--- src/rtl/alu_pipe_if.sv ---
// rtl/alu_pipe_if.sv - operand/result handshake bundle for alu_pipe
interface alu_pipe_if #(
    parameter int WIDTH = 8,
    parameter int OPW   = 4
);
    // operand issue side
    logic             in_valid;
    logic             in_ready;
    logic [OPW-1:0]   op;
    logic [WIDTH-1:0] a;
    logic [WIDTH-1:0] b;
    logic             c_in;
    // result write-back side
    logic             out_valid;
    logic             out_ready;
    logic [WIDTH-1:0] result;
    logic             c_out;
    logic             zero;
    logic             neg;
    logic             ovf;
    logic             err;
    logic             carry_q;

    // issue unit / write-back unit view
    modport master (
        output in_valid, op, a, b, c_in, out_ready,
        input  in_ready, out_valid, result, c_out, zero, neg, ovf, err, carry_q
    );

    // ALU view
    modport slave (
        input  in_valid, op, a, b, c_in, out_ready,
        output in_ready, out_valid, result, c_out, zero, neg, ovf, err, carry_q
    );
endinterface

--- src/rtl/alu_pipe.sv ---
// rtl/alu_pipe.sv - two-stage valid/ready ALU with flags and sticky carry; ALU_SAT_EN adds ADDS/SUBS
module alu_pipe #(
    parameter int WIDTH = 8,
    parameter int OPW   = 4
) (
    input  logic        clk,
    input  logic        rst_n,
    alu_pipe_if.slave   bus
);
    localparam int MSB = WIDTH - 1;

    localparam logic [OPW-1:0] OP_ADD  = OPW'(0);
    localparam logic [OPW-1:0] OP_SUB  = OPW'(1);
    localparam logic [OPW-1:0] OP_RSUB = OPW'(2);
    localparam logic [OPW-1:0] OP_OR   = OPW'(3);
    localparam logic [OPW-1:0] OP_AND  = OPW'(4);
    localparam logic [OPW-1:0] OP_ANDN = OPW'(5);
    localparam logic [OPW-1:0] OP_XOR  = OPW'(6);
    localparam logic [OPW-1:0] OP_XNOR = OPW'(7);
    localparam logic [OPW-1:0] OP_ADDC = OPW'(8);
    localparam logic [OPW-1:0] OP_SUBC = OPW'(9);
    localparam logic [OPW-1:0] OP_SHL  = OPW'(10);
    localparam logic [OPW-1:0] OP_SHR  = OPW'(11);
`ifdef ALU_SAT_EN
    localparam logic [OPW-1:0] OP_ADDS = OPW'(12);
    localparam logic [OPW-1:0] OP_SUBS = OPW'(13);
`endif

    // how the S2 result is formed from the S1 operands
    typedef enum logic [2:0] {
        K_SUM,
        K_LOGIC,
        K_SHL,
        K_SHR,
        K_SAT,
        K_ILL
    } kind_t;

    // stage 1: registered operands
    logic             r_s1_valid;
    logic [OPW-1:0]   r_s1_op;
    logic [WIDTH-1:0] r_s1_a;
    logic [WIDTH-1:0] r_s1_b;
    logic             r_s1_cin;

    // stage 2: registered result and flags
    logic             r_s2_valid;
    logic [WIDTH-1:0] r_result;
    logic             r_cout;
    logic             r_zero;
    logic             r_neg;
    logic             r_ovf;
    logic             r_err;
    logic             r_carry_q;

    // handshake
    logic             w_s2_free;
    logic             w_s1_move;
    logic             w_in_ready;

    // datapath
    kind_t            w_kind;
    logic [WIDTH-1:0] w_x;
    logic [WIDTH-1:0] w_y;
    logic             w_c;
    logic [WIDTH-1:0] w_logic;
    logic [WIDTH:0]   w_sum;
    logic             w_sum_ovf;
    logic [WIDTH-1:0] w_res;
    logic             w_cout;
    logic             w_ovf;
    logic             w_err;
    logic             w_arith;

    // S2 can take new data when empty or when its result leaves this cycle;
    // in_ready is gated by rst_n so the issuer sees no slot while in reset
    assign w_s2_free  = !r_s2_valid || bus.out_ready;
    assign w_s1_move  = r_s1_valid && w_s2_free;
    assign w_in_ready = rst_n && (!r_s1_valid || w_s2_free);

    // decode: pick effective adder operands, carry-in and result source
    always_comb begin
        w_kind  = K_ILL;
        w_x     = r_s1_a;
        w_y     = r_s1_b;
        w_c     = r_s1_cin;
        w_logic = '0;
        case (r_s1_op)
            OP_ADD:  w_kind = K_SUM;
            OP_SUB:  begin w_kind = K_SUM; w_y = ~r_s1_b; end
            OP_RSUB: begin w_kind = K_SUM; w_x = ~r_s1_a; w_c = ~r_s1_cin; end
            OP_OR:   begin w_kind = K_LOGIC; w_logic = r_s1_a | r_s1_b; end
            OP_AND:  begin w_kind = K_LOGIC; w_logic = r_s1_a & r_s1_b; end
            OP_ANDN: begin w_kind = K_LOGIC; w_logic = ~r_s1_a & r_s1_b; end
            OP_XOR:  begin w_kind = K_LOGIC; w_logic = r_s1_a ^ r_s1_b; end
            OP_XNOR: begin w_kind = K_LOGIC; w_logic = r_s1_a ~^ r_s1_b; end
            OP_ADDC: begin w_kind = K_SUM; w_c = r_carry_q; end
            OP_SUBC: begin w_kind = K_SUM; w_y = ~r_s1_b; w_c = r_carry_q; end
            OP_SHL:  w_kind = K_SHL;
            OP_SHR:  w_kind = K_SHR;
`ifdef ALU_SAT_EN
            OP_ADDS: begin w_kind = K_SAT; w_c = 1'b0; end
            OP_SUBS: begin w_kind = K_SAT; w_y = ~r_s1_b; w_c = 1'b1; end
`endif
            default: w_kind = K_ILL;
        endcase
    end

    // one shared WIDTH+1-bit adder serves every sum-based opcode
    assign w_sum     = {1'b0, w_x} + {1'b0, w_y} + (WIDTH+1)'(w_c);
    assign w_sum_ovf = (w_x[MSB] == w_y[MSB]) && (w_sum[MSB] != w_x[MSB]);

    // result and flag selection for the value entering S2
    always_comb begin
        w_res   = '0;
        w_cout  = 1'b0;
        w_ovf   = 1'b0;
        w_err   = 1'b0;
        w_arith = 1'b0;
        case (w_kind)
            K_SUM: begin
                w_res   = w_sum[MSB:0];
                w_cout  = w_sum[WIDTH];
                w_ovf   = w_sum_ovf;
                w_arith = 1'b1;
            end
            K_LOGIC: w_res = w_logic;
            K_SHL: begin
                w_res   = {r_s1_a[MSB-1:0], 1'b0};
                w_cout  = r_s1_a[MSB];
                w_arith = 1'b1;
            end
            K_SHR: begin
                w_res   = {1'b0, r_s1_a[MSB:1]};
                w_cout  = r_s1_a[0];
                w_arith = 1'b1;
            end
`ifdef ALU_SAT_EN
            // clamp toward the sign of A: overflow only happens when A and
            // the effective B share a sign, so A's sign is the true sign
            K_SAT: begin
                w_cout  = w_sum[WIDTH];
                w_ovf   = w_sum_ovf;
                w_arith = 1'b1;
                if (w_sum_ovf) begin
                    w_res = w_x[MSB] ? {1'b1, {(WIDTH-1){1'b0}}} : {1'b0, {(WIDTH-1){1'b1}}};
                end else begin
                    w_res = w_sum[MSB:0];
                end
            end
`endif
            default: w_err = 1'b1;
        endcase
    end

    // stage 1 capture whenever a slot is offered; data is don't-care when not valid
    always_ff @(posedge clk or negedge rst_n) begin
        if (!rst_n) begin
            r_s1_valid <= 1'b0;
            r_s1_op    <= '0;
            r_s1_a     <= '0;
            r_s1_b     <= '0;
            r_s1_cin   <= 1'b0;
        end else if (w_in_ready) begin
            r_s1_valid <= bus.in_valid;
            r_s1_op    <= bus.op;
            r_s1_a     <= bus.a;
            r_s1_b     <= bus.b;
            r_s1_cin   <= bus.c_in;
        end
    end

    // stage 2 result register; holds steady while the consumer stalls
    always_ff @(posedge clk or negedge rst_n) begin
        if (!rst_n) begin
            r_s2_valid <= 1'b0;
            r_result   <= '0;
            r_cout     <= 1'b0;
            r_zero     <= 1'b0;
            r_neg      <= 1'b0;
            r_ovf      <= 1'b0;
            r_err      <= 1'b0;
        end else if (w_s2_free) begin
            r_s2_valid <= r_s1_valid;
            if (r_s1_valid) begin
                r_result <= w_res;
                r_cout   <= w_cout;
                r_zero   <= (w_res == '0);
                r_neg    <= w_res[MSB];
                r_ovf    <= w_ovf;
                r_err    <= w_err;
            end
        end
    end

    // sticky carry updates at the same S1->S2 move where ADDC/SUBC read it,
    // so chained words stay in program order without a bubble
    always_ff @(posedge clk or negedge rst_n) begin
        if (!rst_n) begin
            r_carry_q <= 1'b0;
        end else if (w_s1_move && w_arith) begin
            r_carry_q <= w_cout;
        end
    end

    assign bus.in_ready  = w_in_ready;
    assign bus.out_valid = r_s2_valid;
    assign bus.result    = r_result;
    assign bus.c_out     = r_cout;
    assign bus.zero      = r_zero;
    assign bus.neg       = r_neg;
    assign bus.ovf       = r_ovf;
    assign bus.err       = r_err;
    assign bus.carry_q   = r_carry_q;
endmodule

--- src/flat_wrapper.sv ---
// flat-port wrapper written by rule: the top's interface ports become plain ports
module alu_pipe_flat 
#(
    parameter int WIDTH = 8,
    parameter int OPW   = 4
)
  (clk, rst_n, bus_in_valid, bus_op, bus_a, bus_b, bus_c_in, bus_out_ready, bus_in_ready, bus_out_valid, bus_result, bus_c_out, bus_zero, bus_neg, bus_ovf, bus_err, bus_carry_q);
  alu_pipe_if #(.WIDTH(WIDTH), .OPW(OPW)) bus_i ();
  input  logic clk;
  input  logic rst_n;
  input wire logic [$bits(bus_i.in_valid)-1:0] bus_in_valid;
  input wire logic [$bits(bus_i.op)-1:0] bus_op;
  input wire logic [$bits(bus_i.a)-1:0] bus_a;
  input wire logic [$bits(bus_i.b)-1:0] bus_b;
  input wire logic [$bits(bus_i.c_in)-1:0] bus_c_in;
  input wire logic [$bits(bus_i.out_ready)-1:0] bus_out_ready;
  output wire logic [$bits(bus_i.in_ready)-1:0] bus_in_ready;
  output wire logic [$bits(bus_i.out_valid)-1:0] bus_out_valid;
  output wire logic [$bits(bus_i.result)-1:0] bus_result;
  output wire logic [$bits(bus_i.c_out)-1:0] bus_c_out;
  output wire logic [$bits(bus_i.zero)-1:0] bus_zero;
  output wire logic [$bits(bus_i.neg)-1:0] bus_neg;
  output wire logic [$bits(bus_i.ovf)-1:0] bus_ovf;
  output wire logic [$bits(bus_i.err)-1:0] bus_err;
  output wire logic [$bits(bus_i.carry_q)-1:0] bus_carry_q;
  assign bus_i.in_valid = bus_in_valid;
  assign bus_i.op = bus_op;
  assign bus_i.a = bus_a;
  assign bus_i.b = bus_b;
  assign bus_i.c_in = bus_c_in;
  assign bus_i.out_ready = bus_out_ready;
  assign bus_in_ready = bus_i.in_ready;
  assign bus_out_valid = bus_i.out_valid;
  assign bus_result = bus_i.result;
  assign bus_c_out = bus_i.c_out;
  assign bus_zero = bus_i.zero;
  assign bus_neg = bus_i.neg;
  assign bus_ovf = bus_i.ovf;
  assign bus_err = bus_i.err;
  assign bus_carry_q = bus_i.carry_q;
  alu_pipe #(.WIDTH(WIDTH), .OPW(OPW)) u_core (.clk(clk), .rst_n(rst_n), .bus(bus_i));
endmodule
--- config.mk ---
export PLATFORM = sky130hd
export DESIGN_NAME = alu_pipe_flat
export DESIGN_NICKNAME = d
export VERILOG_FILES = /design/src/rtl/alu_pipe_if.sv /design/src/rtl/alu_pipe.sv /design/src/flat_wrapper.sv
export SDC_FILE = /design/constraint.sdc
export NUM_CORES = 1
export LEC_CHECK = 0
export BUFFER_PORTS_ARGS = -buffer_cell sky130_fd_sc_hd__buf_2
export CORE_MARGIN = 5
export CORE_UTILIZATION = 52
export DETAILED_ROUTE_END_ITERATION = 16
export PLACE_DENSITY = 0.77
export SYNTH_ARGS = -nofsm -noshare
export SYNTH_HDL_FRONTEND = slang
export SYNTH_SLANG_ARGS = --single-unit
--- constraint.sdc ---
create_clock -name clk -period 3.1 [get_ports clk]
set_input_delay 0.465 -clock clk [delete_from_list [all_inputs] [get_ports clk]]
set_output_delay 0.465 -clock clk [all_outputs]
set_load 0.05 [all_outputs]
==> impl_metrics.tcl <==
set metrics [dict create \
    startpoint_type "flop" \
    synth_warnings 0 \
    max_freq_ghz 0.340 \
    path_clk_slew_ps 70 \
    fp.dieArea_um2 6850 \
    grt_pass1_vias 2399 \
    synthTopCellsByArea "dfrtp_1 33%, ha_1 6.8%, nand2_1 6.1%" \
    finalHoldViolations 0 \
    criticalPathCategory "flop to flop" \
    seq_power_share_pct 27.7 \
    num_antenna_cells 0 \
    skew_ps 6.61 \
    max-slew-margin-rel_pct 54.5 \
    root_buffer "clkbuf_8" \
    port-buffer-count 40 \
    cts_sinks 36 \
    slowest_delay_ps 460 \
    synth_top_cell_by_area "dfrtp_1" \
    fin_tns_setup_ps 0 \
    maxCapViolations 0 \
    syn_area_um2 2750 \
    grt_overflow 0 \
    post-route-period-util_pct 94.9 \
    timing.hold.ws_ps 279 \
    core-area_um2 5140 \
    drt_iter0_markers 256 \
    rsz0062_at_grt "false" \
    wirelength_mm 7.14 \
    p_sw_share_pct 47.5 \
    worst_pin_slew_ps 666 \
    p_clk_share_pct 14.3 \
    antenna_found_initial 0 \
    dpl.cell_count 426 \
    status "complete, no violations" \
    synth.distinct_cells 59 \
    ys.flop_type "dfrtp_1" \
    place.gp.congestion 0.895 \
    crit_slowest_cell "dfrtp_2" \
    drive_gt1_share_pct 23.4 \
    die_y_um 82.8 \
    ios 41 \
    p_int_w 0.00127 \
    grt_pass1_wl_mm 11.7 \
    crit_chain "inv_2 > a21oi_1 > a211oi_1 > o22ai_1 > fa_2 > fa_1 > nand2b_1 > a21oi_1 > o41a_1 > nand3_1 > a211o_1 > o31ai_2" \
    drv_slew 0 \
    synth_top_area_share_pct 32.7 \
    period_minus_slack_ps 2940 \
    num-nets-final 405 \
    p_switching_w 0.00115 \
    syn-num-nets 354 \
    die_w_um 82.8 \
    hpwlAfterDp_mm 5.53 \
    stdcell_count 434 \
    drc_errors 0 \
    grt_usage_pct 22.9 \
    peakVddDrop_mv 0.331 \
    vias 2493 \
    area_delta_synth_final_pct 15.3 \
    clk_latency_ps 290 \
    synthCells 312 \
    wire_per_inst_um 16.5 \
    start_util_pct 53.6 \
    yosysMostFrequentCell "nand2_1" \
    grt_max_degree 41 \
    rows 26 \
    htree_levels 2 \
    cp.arrival_ps 3150 \
    via_per_inst 5.74 \
    p_leak_nw 1.50 \
    critPathCaptureType "flop" \
    cts_buffer_depth 2 \
    detail-route-antenna-nets 0 \
    synthTopCellsByCount "45 x nand2_1, 36 x dfrtp_1, 30 x o21ai_0" \
    ys_seq_elements 36 \
    hp-class "primary input to async pin" \
    setup_viol 0 \
    comb_power_share_pct 58.1 \
    synthArstFlopShare_pct 100 \
    powerDensity_nw_per_um2 762 \
    cpMostUsedCell "a21oi_1" \
    synth-seq-area-share_pct 32.7 \
    cp_max_fo 5 \
    synth-edff-count 0 \
    cts_buffers 5 \
    cts_tree "done" \
    firstDrtPassIters 5 \
    num-fill-cells 486 \
    cp.required_ps 3310 \
    avgSynthCellArea_um2 8.83 \
]
## final timing paths
check	start	to	slack, ps	depth (start not counted)
hold reg to reg	u_core.bus.err	u_core.bus.err	470	2
hold / removal	rst_n	u_core.r_s1_op[0]	280	2
setup / recovery	u_core.r_s1_op[0]	u_core.bus.zero	160	12
setup reg to reg	u_core.r_s1_op[0]	u_core.bus.zero	160	12
max in group asynchronous	rst_n	u_core.r_s1_op[1]	2460	2
min in group clk	bus_op[2]	u_core.r_s1_op[2]	360	3
## cell usage in the layout (no fill, tap or decap), types with 2 or more instances in the layout
cell and n:
nor3b_1 3, o2111ai_1 2, a211o_1 2, a21o_1 2
o21ai_0 30, xor2_1 16, o221ai_1 3, mux2_2 3
clkbuf_8 6, a31oi_1 4, mux2i_1 7, ha_1 15
buf_4 18, nand3_1 3, nand2_1 45, dfrtp_1 34
nor2_1 18, dfrtp_2 2, inv_1 22, and3_1 2
clkbuf_1 2, xnor2_1 18, a21oi_1 16, a211oi_1 4
nor2b_1 6, buf_2 40, nand2b_1 6
## routing by layer
| layer | vias to the layer above | GRT usage (%) | part of all wire, % |
|---|---|---|---|
| met5 | - | 0 | 0 |
| li1 | 1185 | - | - |
| met1 | 1195 | 28.7 | 44 |
| met2 | 90 | 36.1 | 46 |
| met4 | 0 | 12.1 | 4.1 |
| met3 | 23 | 5.83 | 6.4 |
## power by group through the flow
stage / sequential, W / combinational (W) / clock, W
3_5_place_dp: 0.000678 / 0.00138 / 0
5_1_grt: 0.000681 / 0.00152 / 0.000371
4_1_cts: 0.000668 / 0.00139 / 0.000354
6_report: 0.000669 / 0.00140 / 0.000345
3_3_place_gp: 0.000672 / 0.00135 / 0
2_1_floorplan: 0.000916 / 0.000823 / 0
## repair_timing
item,in CTS,in global routing
resized for setup,0,4
endpoints found under the setup margin,0,4
hold buffers,0,0
buffers inserted,0,0
## final cells by class
type,count,area [µm²],share of cell area (%)
Inverter,23,86.3,2.72
Sequential cell,36,903,28.5
Timing Repair Buffer,58,335,10.6
Multi-Input combinational cell,239,1670,52.7
Clock buffer,8,90.1,2.84
Tap cell,70,87.6,2.76
## worst max-delay path, delay by kind of cell, from the launching register on
kind	cells	cell delay, ps
AOI/OAI and AO/OA	7	1200
adders and majority gates	2	800
DFF	1	460
and+or+nand+nor	2	300
buffers and inverters	1	110
## sequential cells by signal (all words and copies together) (netlist names)
signal	count
u_core.bus.err	1
u_core.bus.out_valid	1
u_core.bus.neg	1
u_core.r_s1_op	4
u_core.bus.zero	1
u_core.r_s1_b	8
u_core.bus.carry_q	1
u_core.r_s1_valid	1
u_core.bus.ovf	1
u_core.bus.result	7
u_core.bus.c_out	1
u_core.r_s1_cin	1
u_core.r_s1_a	8
## per-stage QoR
stage / setup slack [ps] / total power [W] / utilization (%) / cell area (µm²)
global route: 16.1 / 0.00258 / 61.8 / 3170
CTS: 44.5 / 0.00242 / 61.7 / 3170
finish: 159 / 0.00242 / 61.8 / 3170
floorplan: 69.9 / 0.00174 / - / 2760
detailed placement: 63.8 / 0.00206 / 59.9 / 3080
global placement: 185 / 0.00203 / 59.9 / 3080
## kinds of logic (layout without fill, tap and decap cells)
family	Yosys count	after routing	synth area share, %
AO/OA/AOI/OAI	85	85	21.2
XOR/XNOR	34	34	10.8
adder cells (fa/ha/maj)	17	17	8.27
buffers and inverters	37	89	6.86
flip-flops	36	36	32.7
multiplexers	10	10	3.77
AND/OR/NAND/NOR	93	93	16.4
(Power assumes the default switching activity.)
